File: src/rtl/id_issue_ctrl.sv
// ID-stage issue control for the dual-slot IF_ID queue: picks 2/1/0 launches per cycle
// under load-use scoreboard, pairing rules and a serialising-instruction FSM.

module id_sb_cnt #(
    parameter logic [1:0] LAT = 2'd2
) (
    input  logic clk,
    input  logic rst,
    input  logic clr,
    input  logic set,
    output logic busy
);
    logic [1:0] cnt;

    // A fresh load overrides the running decrement on the same register.
    always_ff @(posedge clk or posedge rst) begin
        if (rst)             cnt <= '0;
        else if (clr)        cnt <= '0;
        else if (set)        cnt <= LAT;
        else if (cnt != '0)  cnt <= cnt - 2'd1;
    end

    assign busy = |cnt;
endmodule

module id_issue_ctrl #(
    parameter int DUAL_EN  = 1,
    parameter int LOAD_LAT = 2
) (
    input  logic       clk,
    input  logic       rst,
    input  logic       line1_valid_i,
    input  logic       line2_valid_i,
    input  logic [4:0] line1_rd_i,
    input  logic [4:0] line2_rd_i,
    input  logic       line1_rd_we_i,
    input  logic       line2_rd_we_i,
    input  logic [4:0] line1_rj_i,
    input  logic [4:0] line2_rj_i,
    input  logic [4:0] line1_rk_i,
    input  logic [4:0] line2_rk_i,
    input  logic       line1_rj_re_i,
    input  logic       line2_rj_re_i,
    input  logic       line1_rk_re_i,
    input  logic       line2_rk_re_i,
    input  logic       line1_is_load_i,
    input  logic       line2_is_load_i,
    input  logic       line1_is_serial_i,
    input  logic       line2_is_serial_i,
    input  logic       line1_is_branch_i,
    input  logic       line2_is_branch_i,
    input  logic       line1_is_muldiv_i,
    input  logic       line2_is_muldiv_i,
    input  logic       exe_allowin_i,
    input  logic       pipe_empty_i,
    input  logic       serial_done_i,
    input  logic       branch_flush_i,
    input  logic       excep_flush_i,
    output logic       double_valid_inst_lunch_flag_o,
    output logic       single_valid_inst_lunch_flag_o,
    output logic       zero_valid_inst_lunch_flag_o,
    output logic       line1_launch_valid_o,
    output logic       line2_launch_valid_o,
    output logic       serial_busy_o
);
    localparam logic [1:0] LAT = LOAD_LAT[1:0];

    typedef struct packed {
        logic       valid;
        logic [4:0] rd;
        logic       rd_we;
        logic [4:0] rj;
        logic       rj_re;
        logic [4:0] rk;
        logic       rk_re;
        logic       is_load;
        logic       is_serial;
        logic       is_branch;
        logic       is_muldiv;
    } line_t;

    typedef enum logic [1:0] {
        NORMAL = 2'd0,
        DRAIN  = 2'd1,
        SERIAL = 2'd2
    } state_t;

    line_t [1:0] ln;
    state_t      state, state_nxt;
    logic [31:0] busy;
    logic [1:0]  haz, launch, ld_wr;
    logic        flush, l1_pre, fsm_ok, raw, waw, pair_ok;
    logic        unused_br2;

    assign ln[0] = '{line1_valid_i, line1_rd_i, line1_rd_we_i, line1_rj_i, line1_rj_re_i,
                     line1_rk_i, line1_rk_re_i, line1_is_load_i, line1_is_serial_i,
                     line1_is_branch_i, line1_is_muldiv_i};
    assign ln[1] = '{line2_valid_i, line2_rd_i, line2_rd_we_i, line2_rj_i, line2_rj_re_i,
                     line2_rk_i, line2_rk_re_i, line2_is_load_i, line2_is_serial_i,
                     line2_is_branch_i, line2_is_muldiv_i};

    // A branch in line2 is harmless: it is the younger slot and nothing follows it.
    assign unused_br2 = ln[1].is_branch;

    assign flush = rst | branch_flush_i | excep_flush_i;

    // r0 never busy, so indexing busy[] covers the nonzero-register check too.
    assign busy[0] = 1'b0;
    generate
        for (genvar r = 1; r < 32; r++) begin : g_sb
            id_sb_cnt #(.LAT(LAT)) u_cnt (
                .clk  (clk),
                .rst  (rst),
                .clr  (flush),
                .set  ((ld_wr[0] && ln[0].rd == r[4:0]) || (ld_wr[1] && ln[1].rd == r[4:0])),
                .busy (busy[r])
            );
        end
        for (genvar k = 0; k < 2; k++) begin : g_lane
            assign haz[k]   = (ln[k].rj_re & busy[ln[k].rj]) | (ln[k].rk_re & busy[ln[k].rk]);
            assign ld_wr[k] = launch[k] & ln[k].is_load & ln[k].rd_we & (ln[k].rd != 5'd0);
        end
    endgenerate

    always_comb begin
        fsm_ok = 1'b0;
        case (state)
            NORMAL:  fsm_ok = ~ln[0].is_serial | pipe_empty_i;
            DRAIN:   fsm_ok = pipe_empty_i;
            default: fsm_ok = 1'b0;
        endcase
    end

    assign l1_pre    = ln[0].valid & exe_allowin_i & ~flush & ~haz[0];
    assign launch[0] = l1_pre & fsm_ok;

    assign raw = ln[0].rd_we && ln[0].rd != 5'd0 &&
                 ((ln[1].rj_re && ln[1].rj == ln[0].rd) || (ln[1].rk_re && ln[1].rk == ln[0].rd));
    assign waw = ln[0].rd_we && ln[1].rd_we && ln[0].rd == ln[1].rd && ln[0].rd != 5'd0;

    assign pair_ok = (DUAL_EN != 0) & ln[1].valid & ~ln[0].is_serial & ~ln[1].is_serial &
                     ~ln[0].is_branch & ~(ln[0].is_muldiv & ln[1].is_muldiv) &
                     ~(ln[0].is_load & ln[1].is_load) & ~haz[1] & ~raw & ~waw;

    assign launch[1] = launch[0] & pair_ok;

    always_ff @(posedge clk or posedge rst) begin
        if (rst) state <= NORMAL;
        else     state <= state_nxt;
    end

    // DRAIN only when the sole obstacle for a serial line1 is a non-empty pipe.
    always_comb begin
        state_nxt = state;
        case (state)
            NORMAL: begin
                if (launch[0] & ln[0].is_serial)
                    state_nxt = SERIAL;
                else if (l1_pre & ln[0].is_serial & ~pipe_empty_i)
                    state_nxt = DRAIN;
            end
            DRAIN: begin
                if (launch[0])
                    state_nxt = ln[0].is_serial ? SERIAL : NORMAL;
            end
            SERIAL: begin
                if (serial_done_i)
                    state_nxt = NORMAL;
            end
            default: state_nxt = NORMAL;
        endcase
        if (flush)
            state_nxt = NORMAL;
    end

    assign double_valid_inst_lunch_flag_o = launch[0] & launch[1];
    assign single_valid_inst_lunch_flag_o = launch[0] & ~launch[1];
    assign zero_valid_inst_lunch_flag_o   = ~launch[0];
    assign line1_launch_valid_o           = launch[0];
    assign line2_launch_valid_o           = launch[1];
    assign serial_busy_o                  = (state != NORMAL);
endmodule

File: config.mk
export PLATFORM = sky130hd
export DESIGN_NAME = id_issue_ctrl
export DESIGN_NICKNAME = d
export VERILOG_FILES = /design/src/rtl/id_issue_ctrl.sv
export SDC_FILE = /design/constraint.sdc
export NUM_CORES = 1
export LEC_CHECK = 0
export CAP_MARGIN = 0
export CORE_ASPECT_RATIO = 0.7
export CORE_MARGIN = 2
export CORE_UTILIZATION = 40
export DETAILED_ROUTE_END_ITERATION = 12
export HOLD_SLACK_MARGIN = 0.12
export PLACE_DENSITY = 0.62
export SYNTH_ARGS = -nofsm -noshare
export SYNTH_HDL_FRONTEND = slang
export SYNTH_HIERARCHICAL = 1
export SYNTH_SLANG_ARGS = --single-unit
File: constraint.sdc
create_clock -name clk -period 4.39 [get_ports clk]
set_input_delay 0.439 -clock clk [delete_from_list [all_inputs] [get_ports clk]]
set_output_delay 0.439 -clock clk [all_outputs]
set_load 0.005 [all_outputs]
; Word level (Yosys, flattened, before mapping)
; Cells that the tools add are included.
[totals]
latchBits = 0
memories = 0
wordCells = 493
ram_bits = 0
output_inout_bits = 6
input_bits = 53
mem_bits_ro = 0
reg_bits = 64
[op_classes]
bitwise = 48
n_div = 0
n_mux = 109
n_eq_ne = 70
n_lt_le_gt_ge = 4
n_reduce_logical = 199
shift = 0
addsub = 31
n_mul = 0
[op_table]
columns = op, count
row1 = 2-bit 2-to-1 mux, 99
row2 = "5-bit equality test, second input constant", 32
row3 = 3-bit nonzero test, 31
row4 = "5-bit by 4-bit equality test with 1-bit output, second input constant", 16
row5 = 1-bit logical AND, 69
row6 = 2-bit nonzero test, 32
row7 = 2-bit OR reduction, 31
row8 = "2-bit by 1-bit subtractor with 2-bit output, second input constant", 31
row9 = "5-bit by 3-bit equality test with 1-bit output, second input constant", 8
row10 = 1-bit logical OR, 32
row11 = 1-bit AND, 30
row12 = "5-bit by 6-bit < comparator with 1-bit output, second input constant", 4
row13 = 1-bit binary-select mux with 5-bit select, 4
row14 = "5-bit by 2-bit equality test with 1-bit output, second input constant", 4
row15 = 5-bit equality test, 3
row16 = 1-bit inverter, 13
row17 = "5-bit by 1-bit equality test with 1-bit output, second input constant", 2
row18 = 5-bit nonzero test, 2
row19 = "3-bit inequality test, second input constant", 2
row20 = 2-bit one-hot mux with 3 select lines, 1
row21 = 1-bit bitwise OR, 5
row22 = 1-bit 2-to-1 mux, 4
row23 = "4-bit inequality test, second input constant", 1
row24 = 3-bit AND reduction, 1
row25 = other kinds (4), 4

; Longest topological paths before layout
[depth]
word_depth = 17
depth_mapped = 13
mapped_depth_nobuf = 11

; By module
; The synthesis kept the hierarchy.
[by_module_without_submodules]
columns = mod, n_inst, seq_area_each_um2, cells_each, area_per_inst_um2
row1 = id_sb_cnt, 31, 50.0, 11, 111.4
row2 = id_issue_ctrl, 1, 50.0, 263, 2142.1

; Worst setup path after synthesis
; Ideal clock, no wire load.
[synth_timing]
path_kind = reg-to-output
startpoint = register g_sb[26].u_cnt.cnt[0]
endpoint = output port line2_launch_valid_o
path_stages_with_launch = 13
slack_ps = 853
t_required_ps = 3951
n_path_buf = 3
t_arrival_ps = 3098
cell_sequence = dfrtp_1 inv_1 ha_1 inv_2 mux4_1 mux4_2 o22ai_2 nor3b_1 or3_4 buf_6 clkbuf_1 nor4_1 buf_4
[synth_between]
elab_chain_len = 10
elab_cells_between_ends = 23
cone_classes = mux: 8 / bitwise: 14 / reduce/logical: 1
[synth_rtl]
columns = element, line
row1 = from (decl), 13  ; logic [1:0] cnt;
row2 = from (signal assigned), 20  ; else if (cnt != '0) cnt <= cnt - 2'd1;
row3 = 2-bit OR reduction (*), 23  ; assign busy = |cnt;
row4 = via busy[26], 90  ; logic [31:0] busy;
row5 = 1-bit binary-select mux with 5-bit select, 120  ; assign haz[k] = (ln[k].rj_re & busy[ln[k].rj]) | (ln[k].rk_re & busy[ln[k].rk]);
row6 = 1-bit 2-to-1 mux (not written as such), 120
row7 = 1-bit AND, 120
row8 = 1-bit bitwise OR, 120
row9 = 1-bit inverter, 143  ; ~(ln[0].is_load & ln[1].is_load) & ~haz[1] & ~raw & ~waw;
row10 = 1-bit AND (3 in series), 143
row11 = 1-bit AND (*), 145  ; assign launch[1] = launch[0] & pair_ok;
row12 = to (decl), 63  ; output logic line2_launch_valid_o,
; Mark *: on every way through the listed nets, which the timed path passes. The rest lies on a longest branch. The select of a mux whose other input is x is not followed.

; Worst setup path after layout
[layout_timing]
startpoint = register g_sb[11].u_cnt.cnt[0]
endpoint = output port double_valid_inst_lunch_flag_o
[layout_between]
elab_chain_len = 11
elab_cells_between_ends = 24
cone_classes = mux: 8 / bitwise: 15 / reduce/logical: 1
[layout_rtl]
columns = element, line
row1 = from (decl), 13
row2 = from (signal assigned), 20
row3 = 2-bit OR reduction (*), 23
row4 = via busy[11], 90
row5 = 1-bit binary-select mux with 5-bit select, 120
row6 = 1-bit 2-to-1 mux (not written as such), 120
row7 = 1-bit AND, 120
row8 = 1-bit bitwise OR, 120
row9 = 1-bit inverter, 143
row10 = 1-bit AND (3 in series), 143
row11 = 1-bit AND, 145
row12 = 1-bit AND (*), 176  ; assign double_valid_inst_lunch_flag_o = launch[0] & launch[1];
row13 = to (decl), 59  ; output logic double_valid_inst_lunch_flag_o,
; Marked as above.

==> impl_metrics.csv <==
group,metric,value,unit
status,status,"finished clean",
power_and_ir_drop,p_clk_share,49.8,%
placed_design,gp_congestion,0.868,
global_route,grt_overflow_total,0,
yosys,syn-cell-area,5590,um^2
yosys,synth_top_area_share,28.6,%
detailed_routing,ant_nets,0,
die,ios,59,
clock_tree,post_cts_buffers,0,
yosys,ys_ff_latch,64,
yosys,synth_cell_types,52,
global_route,grt_max_degree,64,
timing,period_share,95.3,%
die,fp.dieW,145,um
power_and_ir_drop,p_per_area,235,nW/um^2
power_and_ir_drop,switching_share,24.6,%
clock_tree,insertion_delay,0.35,ns
yosys,yosysTopAreaCell,"dfrtp_1",
timing,worst_pin_slew,0.639,ns
die,coreArea,13800,um^2
yosys,ys_warn_count,6,
timing,setup_violations,0,
yosys,postSynthAreaPerCell,9.26,um^2
clock_tree,cts_buffers,9,
setup_path,arrival,3.75,ns
timing,maxSlewHeadroom,57.3,%
timing,hold_violations,0,
yosys,synth_edf_count,0,
setup_path,critPathMaxFanout,9,
timing,min_period,4.18,ns
die,start_util,40.6,%
yosys,synth_fp_nets,688,
cells_and_area,area_growth,18.8,%
cells_and_area,fin_util,48.2,%
global_route,grt_pass1_wl,25200,um
detailed_routing,vias,4752,
clock_tree,clock_sinks,64,
cells_and_area,fillers,1296,
flow_run,cap_viol_max_count,0,
die,die_y,103,um
cells_and_area,diodes,0,
detailed_routing,drt-initial-drc-count,451,
placed_design,port_buffers,57,
timing,clock.fmax,239,MHz
clock_tree,clock_path_buffers,2,
placed_design,hpwl,12100,um
timing,fin_skew,0.00911,ns
setup_path,worstPathRequired,3.95,ns
clock_tree,clkTransAtPathRegs,0.06,ns
clock_tree,h-tree-depth,3,
min_path,min_from,"state[1]",
min_path,min_path_type,"reg -> reg",
detailed_routing,routed_wl,15700,um
global_route,grt_usage,21.9,%
power_and_ir_drop,combinationalPowerShare,12.3,%
cells_and_area,nets,734,
clock_tree,hold_buffers,0,
yosys,synth_area_leaders,"dfrtp_1 (29%), mux2i_1 (9.1%), ha_1 (6.9%)",
clock_tree,cts-root-buf,"clkbuf_16",
setup_path,crit_start,"g_sb[11].u_cnt/cnt[0]",
placed_design,place_area,6330,um^2
detailed_routing,avgRoutedWirePerCell,18.6,um
yosys,ys_seq_area_share,28.6,%
global_route,grt_pass1_vias,4834,
timing,finalSetupTns,0,ns
clock_tree,tritoncts,"yes",
yosys,async_reset_ff_share,100,%
power_and_ir_drop,internal_power,1180,uW
clock_tree,cts_resized,0,
cells_and_area,design_area,6650,um^2
setup_path,critical_path_class,"reg -> out",
die,rows,36,
setup_path,end_kind,"primary output",
power_and_ir_drop,vdd_drop_max,0.182,mV
power_and_ir_drop,p_switching,384,uW
global_route,antenna_found_initial,0,
yosys,synthFlopType,"dfrtp_1",
setup_path,r2r-start,"g_sb[11].u_cnt/cnt[0]",
power_and_ir_drop,pwr-share-seq,37.9,%
die,die-area,15000,um^2
cells_and_area,drive_above_1_share,18.6,%
detailed_routing,dr.pass1.iters,5,
detailed_routing,vias_per_cell,5.62,
timing,rsz0062_at_grt,"no",
detailed_routing,drcViolationCount,0,
timing,drv_slew,0,
setup_path,startpoint_type,"flop",
yosys,synth_cells,604,
power_and_ir_drop,p_leak,0.00284,uW
## logic make-up (layout without fill, tap and decap cells)
logic type / Yosys count / in the layout / synth area share [%]
muxes: 78 / 78 / 18.2
xor gates and xnor gates: 46 / 46 / 7.20
and+or+nand+nor: 134 / 134 / 13.7
DFF: 64 / 64 / 28.6
AOI/OAI and AO/OA: 89 / 89 / 14.0
adders and majority gates: 31 / 31 / 6.93
buffers and inverters: 162 / 213 / 11.4
## synthesized netlist by cell type (4+ instances only)
master    number
nand2_1       16
nor2_1        12
a21oi_1        4
or3b_2         6
or3_1          4
xor2_1        43
nor2b_1        5
mux2_2        10
mux4_2        14
nor4_1         7
ha_1          31
nand3_1       18
inv_1         99
dfrtp_1       64
mux2i_1       51
or4_1          6
clkbuf_1      23
nor3_1        34
nand3b_1      12
o32ai_1       31
o21ba_2       31
inv_2         31
buf_1          4
## final cells by class
| class | instances | area [um^2] | share of cell area, % |
|---|---|---|---|
| multi-input combinational | 378 | 3360 | 50.5 |
| timing repair buffer | 67 | 648 | 9.75 |
| clock buffer | 11 | 233 | 3.50 |
| sequential | 64 | 1600 | 24.1 |
| tap | 190 | 238 | 3.58 |
| clock inverter | 5 | 81.3 | 1.22 |
| inverter | 130 | 488 | 7.34 |
## metrics by stage
stage	hold WS [ns]	setup WS, ns	std cells	power, uW
4_1_cts	0.494	0.0824	845	1570
3_5_place_dp	0.488	0.0951	829	791
5_1_grt	0.513	0.0977	845	1610
3_3_place_gp	0.486	0.0874	829	785
2_1_floorplan	0.180	0.853	604	703
6_report	0.491	0.205	845	1560
## flip-flops by register name, indices dropped and copies added, names as in the netlist
register	flops
g_sb.u_cnt/cnt	62
state	2
## layer usage
metal	share of wire, %	track usage [%]
met1	45	28.7
met2	45	36.3
met3	8.7	5.66
met4	1.3	6.18
met5	0	0
## cells in the final DEF, fill, tap and decap left out, types with 3 or more instances in the layout
master,count
inv_1,99
dfrtp_1,64
clkdlybuf4s50_1,56
mux2i_1,51
xor2_1,43
nor3_1,34
o32ai_1,31
inv_2,31
o21ba_2,31
ha_1,31
nand3_1,18
nand2_1,16
mux4_2,14
nor2_1,12
nand3b_1,12
mux2_2,10
buf_4,10
clkbuf_16,9
nor4_1,7
or4_1,6
or3b_2,6
nor2b_1,5
a21oi_1,4
or3_1,4
mux4_1,3
o22ai_1,3
a22oi_1,3
xnor2_1,3
## power by group through the flow
| stage | clock network, uW | logic (uW) | registers, uW |
|---|---|---|---|
| 3_3_place_gp | 0 | 184 | 601 |
| 4_1_cts | 790 | 191 | 590 |
| 2_1_floorplan | 0 | 102 | 601 |
| 3_5_place_dp | 0 | 190 | 601 |
| 5_1_grt | 816 | 207 | 590 |
| 6_report | 777 | 192 | 591 |
## final timing paths
check,end,slack (ns),depth (start not counted)
setup reg to reg,g_sb[8].u_cnt/cnt[1],0.60,11
hold reg to reg,state[0],0.49,1
setup / recovery,double_valid_inst_lunch_flag_o,0.21,10
hold / removal,state[0],0.49,1
min in group asynchronous,g_sb[8].u_cnt/cnt[0],0.60,3
max in group asynchronous,g_sb[31].u_cnt/cnt[0],3.65,3
## worst max-delay path: stages, from the launching register on
cell	delay, ns
dfrtp_1	0.38
inv_1	0.06
ha_1	0.19
inv_2	0.09
mux4_1	0.51
mux4_2	0.49
o22ai_2	0.12
nor3b_1	0.07
or3_4	0.45
nor4_1	0.43
clkdlybuf4s50_1	0.59
Note: power is estimated with default switching activity, not from simulation.
